===== src/rtl/uart_top.sv =====
// uart_top: full-duplex 8N1 UART with baud tick generator and 4-deep TX/RX FIFOs.
// Optional build macro UART_PARITY_EN adds an even-parity bit to every frame.

module uart_fifo #(
   parameter int DW = 8,
   parameter int AW = 2
) (
   input  logic          clk,
   input  logic          rstn,
   input  logic          wr_i,
   input  logic          rd_i,
   input  logic [DW-1:0] wdata_i,
   output logic [DW-1:0] rdata_o,
   output logic          full_o,
   output logic          empty_o
);
   logic [DW-1:0] mem [2**AW];
   logic [AW-1:0] wp_q, wp_d, rp_q, rp_d, wp_nx, rp_nx;
   logic          full_q, full_d, empty_q, empty_d;
   logic [DW-1:0] rdata_q, rdata_d;
   logic          wr_en, rd_en;

   always_comb begin
      wr_en   = wr_i && (!full_q || rd_i);
      rd_en   = rd_i && !empty_q;
      wp_nx   = wp_q + 1'b1;
      rp_nx   = rp_q + 1'b1;
      wp_d    = wr_en ? wp_nx : wp_q;
      rp_d    = rd_en ? rp_nx : rp_q;
      full_d  = full_q;
      empty_d = empty_q;
      rdata_d = rdata_q;
      if (wr_en && !rd_en) begin
         empty_d = 1'b0;
         full_d  = (wp_nx == rp_q);
      end else if (rd_en && !wr_en) begin
         full_d  = 1'b0;
         empty_d = (rp_nx == wp_q);
      end
      // rdata is a registered show-ahead copy of the head entry
      if (wr_en && empty_q) begin
         rdata_d = wdata_i;
      end else if (rd_en) begin
         if (wr_en && (rp_nx == wp_q)) rdata_d = wdata_i;
         else if (rp_nx != wp_q)       rdata_d = mem[rp_nx];
      end
   end

   always_ff @(posedge clk) begin
      if (wr_en) mem[wp_q] <= wdata_i;
   end

   always_ff @(posedge clk or negedge rstn) begin
      if (!rstn) begin
         wp_q    <= '0;
         rp_q    <= '0;
         full_q  <= 1'b0;
         empty_q <= 1'b1;
         rdata_q <= '0;
      end else begin
         wp_q    <= wp_d;
         rp_q    <= rp_d;
         full_q  <= full_d;
         empty_q <= empty_d;
         rdata_q <= rdata_d;
      end
   end

   assign rdata_o = rdata_q;
   assign full_o  = full_q;
   assign empty_o = empty_q;
endmodule

module uart_top #(
   parameter int DBIT    = 8,
   parameter int SB_TICK = 16,
   parameter int DVSR    = 4,
   parameter int FIFO_AW = 2
) (
   input  logic            clk,
   input  logic            rstn,
   input  logic            wruart,
   input  logic [DBIT-1:0] wdata,
   input  logic            rduart,
   input  logic            rx,
   output logic            tx,
   output logic            txfull,
   output logic            rxempty,
   output logic [DBIT-1:0] rdata
);
   localparam int CW = (DVSR > 1) ? $clog2(DVSR) : 1;
   localparam int NW = (DBIT > 1) ? $clog2(DBIT) : 1;
   localparam int SW = $clog2((SB_TICK > 16) ? SB_TICK : 16);

   typedef enum logic [2:0] {
      S_IDLE,
      S_START,
      S_DATA,
`ifdef UART_PARITY_EN
      S_PAR,
`endif
      S_STOP
   } state_t;

   logic [CW-1:0] cnt_q, cnt_d;
   logic          tick;

   state_t          tx_st_q, tx_st_d;
   logic [SW-1:0]   tx_s_q, tx_s_d;
   logic [NW-1:0]   tx_n_q, tx_n_d;
   logic [DBIT-1:0] tx_b_q, tx_b_d, tx_head;
   logic            tx_q, tx_d, tx_pop, tx_load, tx_empty;

   state_t          rx_st_q, rx_st_d;
   logic [SW-1:0]   rx_s_q, rx_s_d;
   logic [NW-1:0]   rx_n_q, rx_n_d;
   logic [DBIT-1:0] rx_b_q, rx_b_d;
   logic            rx_m_q, rx_sync_q, rx_push, rx_full;
`ifdef UART_PARITY_EN
   logic            tx_p_q, tx_p_d, rx_perr_q, rx_perr_d;
`endif

   always_comb begin
      tick  = (cnt_q == CW'(DVSR - 1));
      cnt_d = tick ? '0 : cnt_q + 1'b1;
   end

   always_comb begin
      tx_st_d = tx_st_q;
      tx_s_d  = tx_s_q;
      tx_n_d  = tx_n_q;
      tx_b_d  = tx_b_q;
      tx_d    = 1'b1;
      tx_pop  = 1'b0;
      tx_load = 1'b0;
`ifdef UART_PARITY_EN
      tx_p_d  = tx_p_q;
`endif
      case (tx_st_q)
         S_IDLE: tx_load = !tx_empty;
         S_START: begin
            tx_d = 1'b0;
            if (tick) begin
               if (tx_s_q == SW'(15)) begin
                  tx_s_d  = '0;
                  tx_n_d  = '0;
                  tx_st_d = S_DATA;
               end else tx_s_d = tx_s_q + 1'b1;
            end
         end
         S_DATA: begin
            tx_d = tx_b_q[0];
            if (tick) begin
               if (tx_s_q == SW'(15)) begin
                  tx_s_d = '0;
                  tx_b_d = tx_b_q >> 1;
                  if (tx_n_q == NW'(DBIT - 1)) begin
`ifdef UART_PARITY_EN
                     tx_st_d = S_PAR;
`else
                     tx_st_d = S_STOP;
`endif
                  end else tx_n_d = tx_n_q + 1'b1;
               end else tx_s_d = tx_s_q + 1'b1;
            end
         end
`ifdef UART_PARITY_EN
         S_PAR: begin
            tx_d = tx_p_q;
            if (tick) begin
               if (tx_s_q == SW'(15)) begin
                  tx_s_d  = '0;
                  tx_st_d = S_STOP;
               end else tx_s_d = tx_s_q + 1'b1;
            end
         end
`endif
         S_STOP: begin
            if (tick) begin
               if (tx_s_q == SW'(SB_TICK - 1)) begin
                  tx_st_d = S_IDLE;
                  tx_load = !tx_empty;
               end else tx_s_d = tx_s_q + 1'b1;
            end
         end
         default: tx_st_d = S_IDLE;
      endcase
      // Loading straight from STOP keeps queued frames contiguous
      if (tx_load) begin
         tx_pop  = 1'b1;
         tx_b_d  = tx_head;
         tx_s_d  = '0;
         tx_st_d = S_START;
`ifdef UART_PARITY_EN
         tx_p_d  = ^tx_head;
`endif
      end
   end

   always_comb begin
      rx_st_d = rx_st_q;
      rx_s_d  = rx_s_q;
      rx_n_d  = rx_n_q;
      rx_b_d  = rx_b_q;
      rx_push = 1'b0;
`ifdef UART_PARITY_EN
      rx_perr_d = rx_perr_q;
`endif
      case (rx_st_q)
         S_IDLE: begin
            if (!rx_sync_q) begin
               rx_s_d  = '0;
               rx_st_d = S_START;
            end
         end
         S_START: begin
            if (tick) begin
               if (rx_s_q == SW'(7)) begin
                  rx_s_d  = '0;
                  rx_n_d  = '0;
                  rx_st_d = rx_sync_q ? S_IDLE : S_DATA;
               end else rx_s_d = rx_s_q + 1'b1;
            end
         end
         S_DATA: begin
            if (tick) begin
               if (rx_s_q == SW'(15)) begin
                  rx_s_d = '0;
                  rx_b_d = {rx_sync_q, rx_b_q[DBIT-1:1]};
                  if (rx_n_q == NW'(DBIT - 1)) begin
`ifdef UART_PARITY_EN
                     rx_st_d = S_PAR;
`else
                     rx_st_d = S_STOP;
`endif
                  end else rx_n_d = rx_n_q + 1'b1;
               end else rx_s_d = rx_s_q + 1'b1;
            end
         end
`ifdef UART_PARITY_EN
         S_PAR: begin
            if (tick) begin
               if (rx_s_q == SW'(15)) begin
                  rx_s_d    = '0;
                  rx_perr_d = rx_sync_q ^ (^rx_b_q);
                  rx_st_d   = S_STOP;
               end else rx_s_d = rx_s_q + 1'b1;
            end
         end
`endif
         S_STOP: begin
            if (tick) begin
               if (rx_s_q == SW'(SB_TICK - 1)) begin
                  rx_st_d = S_IDLE;
`ifdef UART_PARITY_EN
                  rx_push = rx_sync_q && !rx_full && !rx_perr_q;
`else
                  rx_push = rx_sync_q && !rx_full;
`endif
               end else rx_s_d = rx_s_q + 1'b1;
            end
         end
         default: rx_st_d = S_IDLE;
      endcase
   end

   always_ff @(posedge clk or negedge rstn) begin
      if (!rstn) begin
         cnt_q     <= '0;
         tx_st_q   <= S_IDLE;
         tx_s_q    <= '0;
         tx_n_q    <= '0;
         tx_b_q    <= '0;
         tx_q      <= 1'b1;
         rx_st_q   <= S_IDLE;
         rx_s_q    <= '0;
         rx_n_q    <= '0;
         rx_b_q    <= '0;
         rx_m_q    <= 1'b1;
         rx_sync_q <= 1'b1;
`ifdef UART_PARITY_EN
         tx_p_q    <= 1'b0;
         rx_perr_q <= 1'b0;
`endif
      end else begin
         cnt_q     <= cnt_d;
         tx_st_q   <= tx_st_d;
         tx_s_q    <= tx_s_d;
         tx_n_q    <= tx_n_d;
         tx_b_q    <= tx_b_d;
         tx_q      <= tx_d;
         rx_st_q   <= rx_st_d;
         rx_s_q    <= rx_s_d;
         rx_n_q    <= rx_n_d;
         rx_b_q    <= rx_b_d;
         rx_m_q    <= rx;
         rx_sync_q <= rx_m_q;
`ifdef UART_PARITY_EN
         tx_p_q    <= tx_p_d;
         rx_perr_q <= rx_perr_d;
`endif
      end
   end

   assign tx = tx_q;

   uart_fifo #(.DW(DBIT), .AW(FIFO_AW)) u_tx_fifo (
      .clk(clk), .rstn(rstn), .wr_i(wruart), .rd_i(tx_pop), .wdata_i(wdata),
      .rdata_o(tx_head), .full_o(txfull), .empty_o(tx_empty)
   );

   uart_fifo #(.DW(DBIT), .AW(FIFO_AW)) u_rx_fifo (
      .clk(clk), .rstn(rstn), .wr_i(rx_push), .rd_i(rduart), .wdata_i(rx_b_q),
      .rdata_o(rdata), .full_o(rx_full), .empty_o(rxempty)
   );
endmodule


===== config.mk =====
export PLATFORM = sky130hd
export DESIGN_NAME = uart_top
export DESIGN_NICKNAME = d
export VERILOG_FILES = /design/src/rtl/uart_top.sv
export SDC_FILE = /design/constraint.sdc
export NUM_CORES = 1
export LEC_CHECK = 0
export ABC_AREA = 1
export BUFFER_PORTS_ARGS = -buffer_cell sky130_fd_sc_hd__buf_2
export CELL_PAD_IN_SITES_DETAIL_PLACEMENT = 0
export CELL_PAD_IN_SITES_GLOBAL_PLACEMENT = 2
export CORE_ASPECT_RATIO = 0.5
export CORE_MARGIN = 2
export CORE_UTILIZATION = 43
export DETAILED_ROUTE_END_ITERATION = 10
export PLACE_DENSITY = 0.93
export SYNTH_ARGS = -nofsm -noshare
export SYNTH_HDL_FRONTEND = slang
export SYNTH_HIERARCHICAL = 1
export SYNTH_SLANG_ARGS = --single-unit
export TNS_END_PERCENT = 30

===== constraint.sdc =====
create_clock -name clk -period 7.4 [get_ports clk]
set_clock_uncertainty 0.15 [all_clocks]
set_input_delay 0.74 -clock clk [delete_from_list [all_inputs] [get_ports clk]]
set_output_delay 0.74 -clock clk [all_outputs]
set_load 0.1 [all_outputs]

# --- Word level (Yosys, flattened, before mapping) ---
# Memories as Yosys holds them, arrays and structs flattened.
# Index checks and enable logic that the tools add are counted.
totals:
  output_inout_bits: 11
  regBits: 69
  memories: 2
  ramBits: 64
mem_list:
  columns: ["memory", "words", "word_bits", "read_ports", "rd_ports_with_merged_regs", "write_ports", "line_no", "text"]
  rows:
  - ["u_rx_fifo.mem", 4, 8, 1, 0, 1, "17", "logic [DW-1:0] mem [2**AW];"]
  - ["u_tx_fifo.mem", 4, 8, 1, 0, 1, "17", null]
classes:
  add_sub_neg: 9
  n_reduce_logical: 49
  eq_ne: 43
  n_mux: 76
ops:
  columns: ["cell", "n"]
  rows:
  - ["2-to-1 mux 8 bit", 12]
  - ["2-to-1 mux 3 bit", 24]
  - ["2-to-1 mux 4 bit", 12]
  - ["inequality test 2 bit (second input constant)", 16]
  - ["inequality test 3 bit (second input constant)", 8]
  - ["one-hot mux 3 bit (4 select lines)", 2]
  - ["2-to-1 mux 1 bit", 18]
  - ["AND reduction 6 bit", 3]
  - ["nonzero test 2 bit", 9]
  - ["one-hot mux 4 bit (4 select lines)", 1]
  - ["AND reduction 8 bit", 2]
  - ["logical AND 1 bit", 13]
  - ["== test 3 x 2 -> 1 bit (second input constant)", 4]
  - ["one-hot mux 3 bit (2 select lines)", 2]
  - ["adder 2 x 1 -> 2 bit (second input constant)", 5]
  - ["nonzero test 3 bit", 3]
  - ["adder 4 x 1 -> 4 bit (second input constant)", 2]
  - ["== test 2 bit", 4]
  - ["== test 4 bit (second input constant)", 2]
  - ["logical NOT 1 bit", 8]
  - ["one-hot mux 4 bit (2 select lines)", 1]
  - ["adder 3 x 1 -> 3 bit (second input constant)", 2]
  - ["== test 3 x 1 -> 1 bit (second input constant)", 2]
  - ["== test 3 bit (second input constant)", 2]
  - ["other kinds (13)", 20]

# --- Logic depth before layout (Yosys ltp) ---
# Gate-level depths: netlist (run 1).
depth:
  word_depth: 11
  mapped_depth: 13
  depth_no_buf: 13

# --- Hierarchy ---
# Netlist (run 1), hierarchy kept.
modules_own_cells:
  columns: ["mod", "seq_area_each_um2", "cells_each", "area_per_inst_um2", "instances"]
  rows:
  - ["uart_fifo at u_tx_fifo", 1312.5, 221, 2338.5, 1]
  - ["uart_fifo at u_rx_fifo", 1312.5, 221, 2162.1, 1]
  - ["uart_top", 979.7, 260, 2083.2, 1]

# --- Worst setup path before layout (run 1) ---
# Ideal clock, no wire load.
synth_timing:
  path_kind: "flip-flop to flip-flop"
  startpoint: "register tx_st_q[0]"
  endpoint: "register u_tx_fifo.empty_q, in the netlist u_tx_fifo/empty_o"
  path_stages_with_launch: 10
  setup_ns: 0.086
  t_arrival_ns: 2.161
  slack_ns: 5.003
  path_buffers: 1
  path_cell_list: "dfrtp_1 > inv_1 > ha_1 > nor2_2 > a21boi_4 > nor2_1 > nor2_1 > buf_4 > ha_1 > o31ai_2"
synth_between:
  elab_chain_len: 8
synth_rtl:
  columns: ["element", "line_no", "text"]
  rows:
  - ["from (decl)", "108", "state_t tx_st_q, tx_st_d;"]
  - ["from (signal assigned)", "287", "tx_st_q <= tx_st_d;"]
  - ["== test 3 x 2 -> 1 bit or logical NOT 3 bit (tied branches)", "139", "case (tx_st_q)"]
  - ["one-hot mux 1 bit (2 select lines) *", "139", null]
  - ["named net tx_load", "112", "logic tx_q, tx_d, tx_pop, tx_load, tx_empty;"]
  - ["2-to-1 mux 1 bit *", "189", "if (tx_load) begin"]
  - ["logical OR 1 bit *", "24", "wr_en = wr_i && (!full_q || rd_i);"]
  - ["logical AND 1 bit *", "24", null]
  - ["named net u_tx_fifo.wr_en", "21", "logic wr_en, rd_en;"]
  - ["logical NOT 1 bit", "36", "end else if (rd_en && !wr_en) begin"]
  - ["logical AND 1 bit", "36", null]
  - ["nonzero test 2 bit (no source line)", null, null]
  - ["to (signal assigned)", "64", "empty_q <= empty_d;"]
  - ["to (decl)", "19", "logic full_q, full_d, empty_q, empty_d;"]
# Mark *: on every way through the listed nets, which the timed path passes. The rest lies on a longest branch.
# A chain may end at the register's enable or synchronous reset.

# --- Worst setup path in the final report (run 1) ---
layout_timing:
  startpoint: "register tx_st_q[0]"
  endpoint: "register u_tx_fifo.rdata_q[3], in the netlist u_tx_fifo/rdata_o[3]"
layout_between:
  elab_chain_len: 9
layout_rtl:
  columns: ["element", "line_no", "text"]
  rows:
  - ["== test 3 x 2 -> 1 bit or logical NOT 3 bit (tied branches)", "139", null]
  - ["one-hot mux 1 bit (2 select lines) *", "139", null]
  - ["named net tx_load", "112", null]
  - ["2-to-1 mux 1 bit *", "189", null]
  - ["logical OR 1 bit", "24", null]
  - ["logical AND 1 bit", "24", null]
  - ["logical AND 1 bit", "44", "if (wr_en && (rp_nx == wp_q)) rdata_d = wdata_i;"]
  - ["2-to-1 mux 8 bit", "44", null]
  - ["2-to-1 mux 8 bit", "43", "end else if (rd_en) begin"]
  - ["2-to-1 mux 8 bit", "41", "if (wr_en && empty_q) begin"]
  - ["to (signal assigned)", "65", "rdata_q <= rdata_d;"]
  - ["to (decl)", "20", "logic [DW-1:0] rdata_q, rdata_d;"]
# Mark *: on every way through the listed nets, which the timed path passes. The rest lies on a longest branch. The select of a mux whose other input is x is not followed.

==> flow_summary.ini, run 1 <==
[floorplanning]
floorplan.initialDensity_pct = 44.8
die-area_um2 = 16400
core_area_um2 = 14700
row_cnt = 31
dieHeight_um = 91.5
io_pins = 24
die_w_um = 179

[run]
maxCapViolations = 0

[routing]
first_iter_violations = 178
number_of_optimization_iterations_in_the_first_detailed_route_pass = 5
route.detailed.drc = 0
dr_total_vias = 4526
wirelength_um = 12700
vias_per_cell = 4.78
antenna_violating_nets_left = 0
post_drt_wl_per_cell_um = 13.4

[global_route]
gr_util_all_layers_pct = 17.4
grt_antenna_before_repair = 0
groute.layer.met2.usage_pct = 29.2
met1_grt_util_pct = 22.3
gr-total-overflow = 0
grt-busiest-layer = met2
grt_pass1_vias = 4497
grtUsageMet3_pct = 3.85
grt_max_degree = 68
grt_first_pass_wirelength_um = 21900

[timing]
worst_rel_slew_slack_pct = 33.4
grt_setup_unrepaired = false
finalSetupTns_ns = 0
worst_hold_slack_ns = 0.207
worst_pin_slew_ns = 0.996
fin_crit_sh_pct = 44.7
period_minus_slack_ns = 3.31
final_hold_violation_count = 0
report.final.setup_viol = 0
final_max_slew_viol_count = 0
fmax_mhz = 302

[critical_path]
slowest_stage = sky130_fd_sc_hd__nor2_1
cp_top_family = simple AND/OR/NAND/NOR gates
timing.critical_path.cells = inv_1 -> ha_1 -> nor2_2 -> a21boi_4 -> nor2_1 -> nor2_1 -> nand2_1 -> nand2_1 -> nand2_4 -> inv_6 -> nand3_2 -> nand2_2
setup.worst_path.class = flop to flop
cp_data_arrival_time_ns = 3.51
crit_path_max_incr_delay_ns = 0.76
r2r_start = tx_st_q[0]
critical_path_required_ns = 7.60
startpoint = tx_st_q[0]
worst_setup_path_start_kind = flop
setup.worst_path.end_class = flop
timing.critical_path.buf_inv = 2
critical_path.max_fanout = 11

[min_path]
worst_hold_path_type = flop to flop
hold_path.startpoint = rx_m_q

[placed_design]
gpl.final_weighted_congestion = 0.757
numPlacedInstances = 915
post_dp_hpwl_um = 8900
detailed_place.area_um2 = 6880
numPortBuffers = 23

[finish]
finish.net_count = 770
layout.cells.most_common = sky130_fd_sc_hd__nand2_1
most-common-layout-cells = 228 x sky130_fd_sc_hd__nand2_1, 82 x sky130_fd_sc_hd__inv_1, 64 x sky130_fd_sc_hd__edfxtp_1
seq_area_um2 = 3600
multiInputGateArea_um2 = 2550
flow.area_growth_from_synthesis_pct = 14.4
drive_gt1_share_pct = 16.7
post-route-cell-area_um2 = 7530
n_fill_cell = 1323
finish.utilization_pct = 51.2
antennaDiodeCount = 0
post_layout_nonfiller_instances = 947

[clock_network]
clk_path_buf_depth = 2
cts_made_buffers = 17
clock_sink_count = 131
worst_setup_hold_path_clk_slew_ns = 0.06
tritoncts = built
cts_htree_levels = 4
post_cts.resized_instances = 0
postCtsSetupRepairBufs = 0
cts_hold_repair.buffers = 0
insertion_delay_ns = 0.41
clk_root_buffer_cell = sky130_fd_sc_hd__clkbuf_16

[logic_synthesis]
postSynth.asyncResetShare_pct = 51.1
post_synth_xor_area_fraction_pct = 0.665
synth_top_family_by_area = simple AND/OR/NAND/NOR gates
adder_cell_fraction_of_synth_area_pct = 3.99
synth_compound_gate_area_share_pct = 3.91
netlist.top_cell.by_area = sky130_fd_sc_hd__edfxtp_1
post_synth_main_area_contributors = sky130_fd_sc_hd__edfxtp_1 29%, sky130_fd_sc_hd__dfrtp_1 24%, sky130_fd_sc_hd__nand2_1 13%
syn_area_um2 = 6580
ys_seq_area_share_pct = 54.8
syn_nets = 736
yosys.area_share.simple_pct = 30.1
synth-edff-count = 64
yosys_most_used_dff = sky130_fd_sc_hd__edfxtp_1
post_synthesis_mux_area_share_pct = 0.171
synth_warnings = 6
synthCells = 702
yosysUniqueCellTypes = 36
syn-mean-instance-area_um2 = 9.38
synth-seq-cells = 131
synth_top_cell_area_share_pct = 29.2

[power]
pwr-share-seq_pct = 31.5
power.net_switching_w = 0.00137
pwr_density_cell_nw_per_um2 = 435
clkPwrFrac_pct = 28.2
cell_internal_pwr_w = 0.00190
sw_frac_of_total_pct = 41.8
worst_ir_drop_vdd_mv = 0.174
static-leakage-power_nw = 3.52
share_comb_of_total_power_pct = 40.2

[outcome]
status = finished, final reports clean
area by class of cell:
type	count	share of cell area, %
clock buffer	20	5.93
clock inverter	12	2.72
inverter	91	4.64
multi-input combinational	471	33.9
sequential	131	47.9
tap	198	3.29
timing repair buffer	24	1.63
flip-flops by register name, indices dropped and copies added, names as in the netlist, 3 cells and up:
name / flops
tx_n_q: 3
tx_s_q: 4
u_tx_fifo/mem: 32
rx_s_q: 4
u_rx_fifo/mem: 32
rx_b_q: 8
rx_n_q: 3
u_tx_fifo/rdata_o: 8
u_rx_fifo/rdata_o: 8
tx_b_q: 8
metal layers:
layer,share of wire [%],up-vias
met1,48,2116
li1,-,2338
met2,48,57
met5,0,-
met4,1.1,0
met3,2.7,15
logic make-up (layout without fill, tap and decap cells):
kind of cell | Yosys count | after routing
AOI/OAI and AO/OA | 44 | 44
xor gates and xnor gates | 5 | 5
adders and majority gates | 21 | 21
buffers and inverters | 100 | 147
DFF | 131 | 131
muxes | 1 | 1
and+or+nand+nor | 400 | 400
Yosys cell counts, types with 2 or more instances:
cell,instances
sky130_fd_sc_hd__ha_1,21
sky130_fd_sc_hd__nand2_4,8
sky130_fd_sc_hd__dfrtp_1,62
sky130_fd_sc_hd__nand2_8,5
sky130_fd_sc_hd__nor2_1,53
sky130_fd_sc_hd__nand3_1,54
sky130_fd_sc_hd__nand2_2,13
sky130_fd_sc_hd__a21oi_1,12
sky130_fd_sc_hd__dfstp_2,5
sky130_fd_sc_hd__xor2_1,5
sky130_fd_sc_hd__o21ai_2,3
sky130_fd_sc_hd__o21ai_1,2
sky130_fd_sc_hd__nand2_1,228
sky130_fd_sc_hd__buf_6,4
sky130_fd_sc_hd__nand4_1,8
sky130_fd_sc_hd__nand3b_1,4
sky130_fd_sc_hd__inv_1,82
sky130_fd_sc_hd__nand3_4,4
sky130_fd_sc_hd__buf_4,2
sky130_fd_sc_hd__edfxtp_1,64
sky130_fd_sc_hd__o21ai_0,23
sky130_fd_sc_hd__buf_2,3
sky130_fd_sc_hd__inv_2,7
sky130_fd_sc_hd__o31ai_1,2
sky130_fd_sc_hd__nand3_2,17
power by group through the flow:
| stage | Sequential [W] | Combinational, W | Clock [W] |
|---|---|---|---|
| 2_1_floorplan | 0.00121 | 0.000914 | 0 |
| 3_3_place_gp | 0.00105 | 0.00131 | 0 |
| 3_5_place_dp | 0.00105 | 0.00132 | 0 |
| 4_1_cts | 0.00103 | 0.00133 | 0.000943 |
| 5_1_grt | 0.00105 | 0.00148 | 0.000981 |
| 6_report | 0.00103 | 0.00132 | 0.000924 |
metrics by stage:
stage / power [W] / worst slack [ns]
3_5_place_dp: 0.00237 / 4.09
6_report: 0.00327 / 4.09
2_1_floorplan: 0.00213 / 5.00
3_3_place_gp: 0.00236 / 4.26
5_1_grt: 0.00352 / 3.80
4_1_cts: 0.00331 / 4.08
worst paths after layout:
path                                         to  slack (ns)  cells past startpoint
min reg2reg                           rx_sync_q        0.21                      0
max reg2reg                u_tx_fifo/rdata_o[3]        4.09                     12
min                                   rx_sync_q        0.21                      0
max in group asynchronous      u_rx_fifo/full_o        6.16                      2
min in group asynchronous     u_tx_fifo/wp_q[0]        0.37                      2
max                        u_tx_fifo/rdata_o[3]        4.09                     12
worst reg2reg max path, stage by stage, from the launching register on:
cell	delay, ns
sky130_fd_sc_hd__dfrtp_1	0.38
sky130_fd_sc_hd__inv_1	0.09
sky130_fd_sc_hd__ha_1	0.34
sky130_fd_sc_hd__nor2_2	0.25
sky130_fd_sc_hd__a21boi_4	0.38
sky130_fd_sc_hd__nor2_1	0.09
sky130_fd_sc_hd__nor2_1	0.76
sky130_fd_sc_hd__nand2_1	0.25
sky130_fd_sc_hd__nand2_1	0.18
sky130_fd_sc_hd__nand2_4	0.11
sky130_fd_sc_hd__inv_6	0.12
sky130_fd_sc_hd__nand3_2	0.09
sky130_fd_sc_hd__nand2_2	0.06
Power figures use the tool's default switching activity.
==> inputs of run 2 (changes only) <==
--- a/config.mk
+++ b/config.mk
@@ -5,15 +5,15 @@
 export SDC_FILE = /design/constraint.sdc
 export NUM_CORES = 1
 export LEC_CHECK = 0
-export ABC_AREA = 1
+export ABC_AREA = 0
 export BUFFER_PORTS_ARGS = -buffer_cell sky130_fd_sc_hd__buf_2
 export CELL_PAD_IN_SITES_DETAIL_PLACEMENT = 0
 export CELL_PAD_IN_SITES_GLOBAL_PLACEMENT = 2
 export CORE_ASPECT_RATIO = 0.5
 export CORE_MARGIN = 2
-export CORE_UTILIZATION = 43
+export CORE_UTILIZATION = 44
 export DETAILED_ROUTE_END_ITERATION = 10
-export PLACE_DENSITY = 0.93
+export PLACE_DENSITY = 0.86
 export SYNTH_ARGS = -nofsm -noshare
 export SYNTH_HDL_FRONTEND = slang
 export SYNTH_HIERARCHICAL = 1
==> constraint.sdc (replaced) <==
create_clock -name clk -period 3.13 [get_ports clk]
set_clock_uncertainty 0.15 [all_clocks]
set_input_delay 0.313 -clock clk [delete_from_list [all_inputs] [get_ports clk]]
set_output_delay 0.313 -clock clk [all_outputs]
set_load 0.1 [all_outputs]
==> run 2 against run 1 <==
Clock power is 110% higher. Routed wire length is 25% lower. Critical path type unchanged. Flip-flop and latch count stayed put. Core utilization is 2.1 points higher. Largest cell class unchanged. Die area is 12% lower. Sequential share of layout area is 4.7 points higher. Synthesized cell count is 41% lower. Power is 100% higher. Critical path depth is 4 lower.
==> flow_summary.ini, run 2 <==
[global_route]
grt_max_degree = 38
grt_pass1_vias = 3353
gr_util_all_layers_pct = 14.6
grt_antenna_before_repair = 0
grt_first_pass_wirelength_um = 16400
gr-total-overflow = 0

[critical_path]
cp_data_arrival_time_ns = 2.91
setup.worst_path.class = flop to flop
worst_setup_path_start_kind = flop
critical_path.max_fanout = 11
r2r_start = cnt_q[0]
startpoint = cnt_q[0]
setup.worst_path.end_class = flop
critical_path_required_ns = 3.28

[timing]
period_minus_slack_ns = 2.76
finalSetupTns_ns = 0
postLayoutSetupSlackWorst_ns = 0.372
worst_rel_slew_slack_pct = 45.7
final_max_slew_viol_count = 0
worst_pin_slew_ns = 0.814
fmax_mhz = 363
report.final.setup_viol = 0
grt_setup_unrepaired = false
final_hold_violation_count = 0
worst_hold_slack_ns = 0.0515
fin_crit_sh_pct = 88.1

[logic_synthesis]
synth_most_common_cell = sky130_fd_sc_hd__edfxtp_1
ys_seq_area_share_pct = 61.2
synth_top_cell_area_share_pct = 32.6
netlist.top_cell.by_area = sky130_fd_sc_hd__edfxtp_1
synth-edff-count = 64
synthCells = 415
yosys_most_used_dff = sky130_fd_sc_hd__edfxtp_1
syn-mean-instance-area_um2 = 14.2
syn_area_um2 = 5890
post_synth_most_frequent_cells = 64 x sky130_fd_sc_hd__edfxtp_1, 62 x sky130_fd_sc_hd__dfrtp_1, 34 x sky130_fd_sc_hd__nand2_1
synth-seq-cells = 131
postSynth.asyncResetShare_pct = 51.1
synth_warnings = 6
yosysUniqueCellTypes = 67
post_synth_main_area_contributors = sky130_fd_sc_hd__edfxtp_1 33%, sky130_fd_sc_hd__dfrtp_1 26%, sky130_fd_sc_hd__mux4_2 6.1%
syn_nets = 449

[clock_network]
worst_setup_hold_path_clk_slew_ns = 0.06
insertion_delay_ns = 0.41
post_cts.resized_instances = 0
clk_path_buf_depth = 2
clock_sink_count = 131
tritoncts = built
clk_root_buffer_cell = sky130_fd_sc_hd__clkbuf_16
cts_htree_levels = 4
cts_made_buffers = 17

[routing]
route.detailed.drc = 0
vias_per_cell = 5.11
post_drt_wl_per_cell_um = 14.8
wirelength_um = 9540
number_of_optimization_iterations_in_the_first_detailed_route_pass = 4
dr_total_vias = 3292
antenna_violating_nets_left = 0
first_iter_violations = 201

[placed_design]
post_dp_hpwl_um = 6650
numPortBuffers = 23
gpl.final_weighted_congestion = 0.727
place_ws_ns = 0.357

[finish]
layout.cells.most_common = sky130_fd_sc_hd__edfxtp_1
multiInputGateArea_um2 = 2090
n_fill_cell = 1067
reg.largest.list = u_rx_fifo/mem x32, u_tx_fifo/mem x32
most-common-layout-cells = 64 x sky130_fd_sc_hd__edfxtp_1, 62 x sky130_fd_sc_hd__dfrtp_1, 34 x sky130_fd_sc_hd__nand2_1
finish.utilization_pct = 53.4
finish.net_count = 495
flow.area_growth_from_synthesis_pct = 16.4
antennaDiodeCount = 0
drive_gt1_share_pct = 22.2
seq_area_um2 = 3600

[outcome]
status = finished, final reports clean

[min_path]
worst_hold_path_type = input pin to flop
hold_path.startpoint = rduart

[power]
pwr_density_cell_nw_per_um2 = 955
static-leakage-power_nw = 2.88
worst_ir_drop_vdd_mv = 0.349

[floorplanning]
row_cnt = 29
dieHeight_um = 85.8
core_area_um2 = 12800
floorplan.initialDensity_pct = 45.8
die-area_um2 = 14400
io_pins = 24
die_w_um = 168

[run]
maxCapViolations = 0
==> run 2: changes by cell type in the layout (fill, tap and decap cells not counted), sizes merged, moves of 12 or more <==
cell	previous run	this run
inv	91	34
mux2	1	13
mux4	0	16
nand2	254	35
nand3	75	5
nor2	55	8
==> run 2: worst paths after layout <==
check	to	slack, ns	cells past startpoint
max reg2reg	u_rx_fifo/rdata_o[4]	0.37	8
max in group asynchronous	u_rx_fifo/empty_o	1.68	3
min in group asynchronous	u_tx_fifo/wp_q[1]	0.39	2
min reg2reg	rx_sync_q	0.20	0
max	u_rx_fifo/rdata_o[4]	0.37	8
min	u_rx_fifo/rp_q[1]	0.05	3
==> run 2: layout make-up <==
class | count | area share [%]
sequential | 131 | 52.6
multi-input combinational | 244 | 30.6
clock buffer | 18 | 6.26
timing repair buffer | 40 | 3.91
tap | 170 | 3.10
clock inverter | 14 | 2.12
inverter | 27 | 1.48
==> run 2: per-layer routing <==
metal	GRT usage (%)	up-vias	share of wire, %
met5	0	-	0
met4	5.69	0	1.2
met2	22.6	41	44
li1	-	1655	-
met3	4.06	9	3.0
met1	19.9	1587	51
==> run 2: worst max-delay path: stages, from the launching register on <==
cell	delay (ns)
sky130_fd_sc_hd__dfrtp_1	0.34
sky130_fd_sc_hd__ha_1	0.34
sky130_fd_sc_hd__and3_1	0.31
sky130_fd_sc_hd__nand2_1	0.15
sky130_fd_sc_hd__nor4_1	0.24
sky130_fd_sc_hd__a21boi_2	0.43
sky130_fd_sc_hd__a21bo_1	0.36
sky130_fd_sc_hd__o22ai_2	0.17
sky130_fd_sc_hd__o2bb2a_4	0.17
==> run 2: kinds of logic after synthesis <==
family          share of synthesized area (%)
xor+xnor                                 1.79
buf+inv                                  3.21
fa+ha+maj                                4.46
mux                                      10.4
compound gates                           10.3
flops                                    61.2
simple gates                             8.56
==> run 2: through the flow <==
| stage | instance area (µm²) | total power (W) | std cells |
|---|---|---|---|
| global route | 6860 | 0.00695 | 644 |
| detailed placement | 6180 | 0.00469 | 602 |
| global placement | 6180 | 0.00465 | 602 |
| finish | 6860 | 0.00654 | 644 |
| floorplan | 5890 | 0.00427 | 415 |
| CTS | 6860 | 0.00665 | 644 |
==> run 2: report_power, final <==
part           switching, W  total, W  internal (W)
Clock              0.000784   0.00190       0.00112
Combinational       0.00136   0.00220      0.000840
Sequential         0.000264   0.00244       0.00218
==> run 2: repair_timing <==
item,4_1_cts,5_1_grt
hold buffers,10,0
setup buffers,0,0
endpoints found under the hold margin,64,0
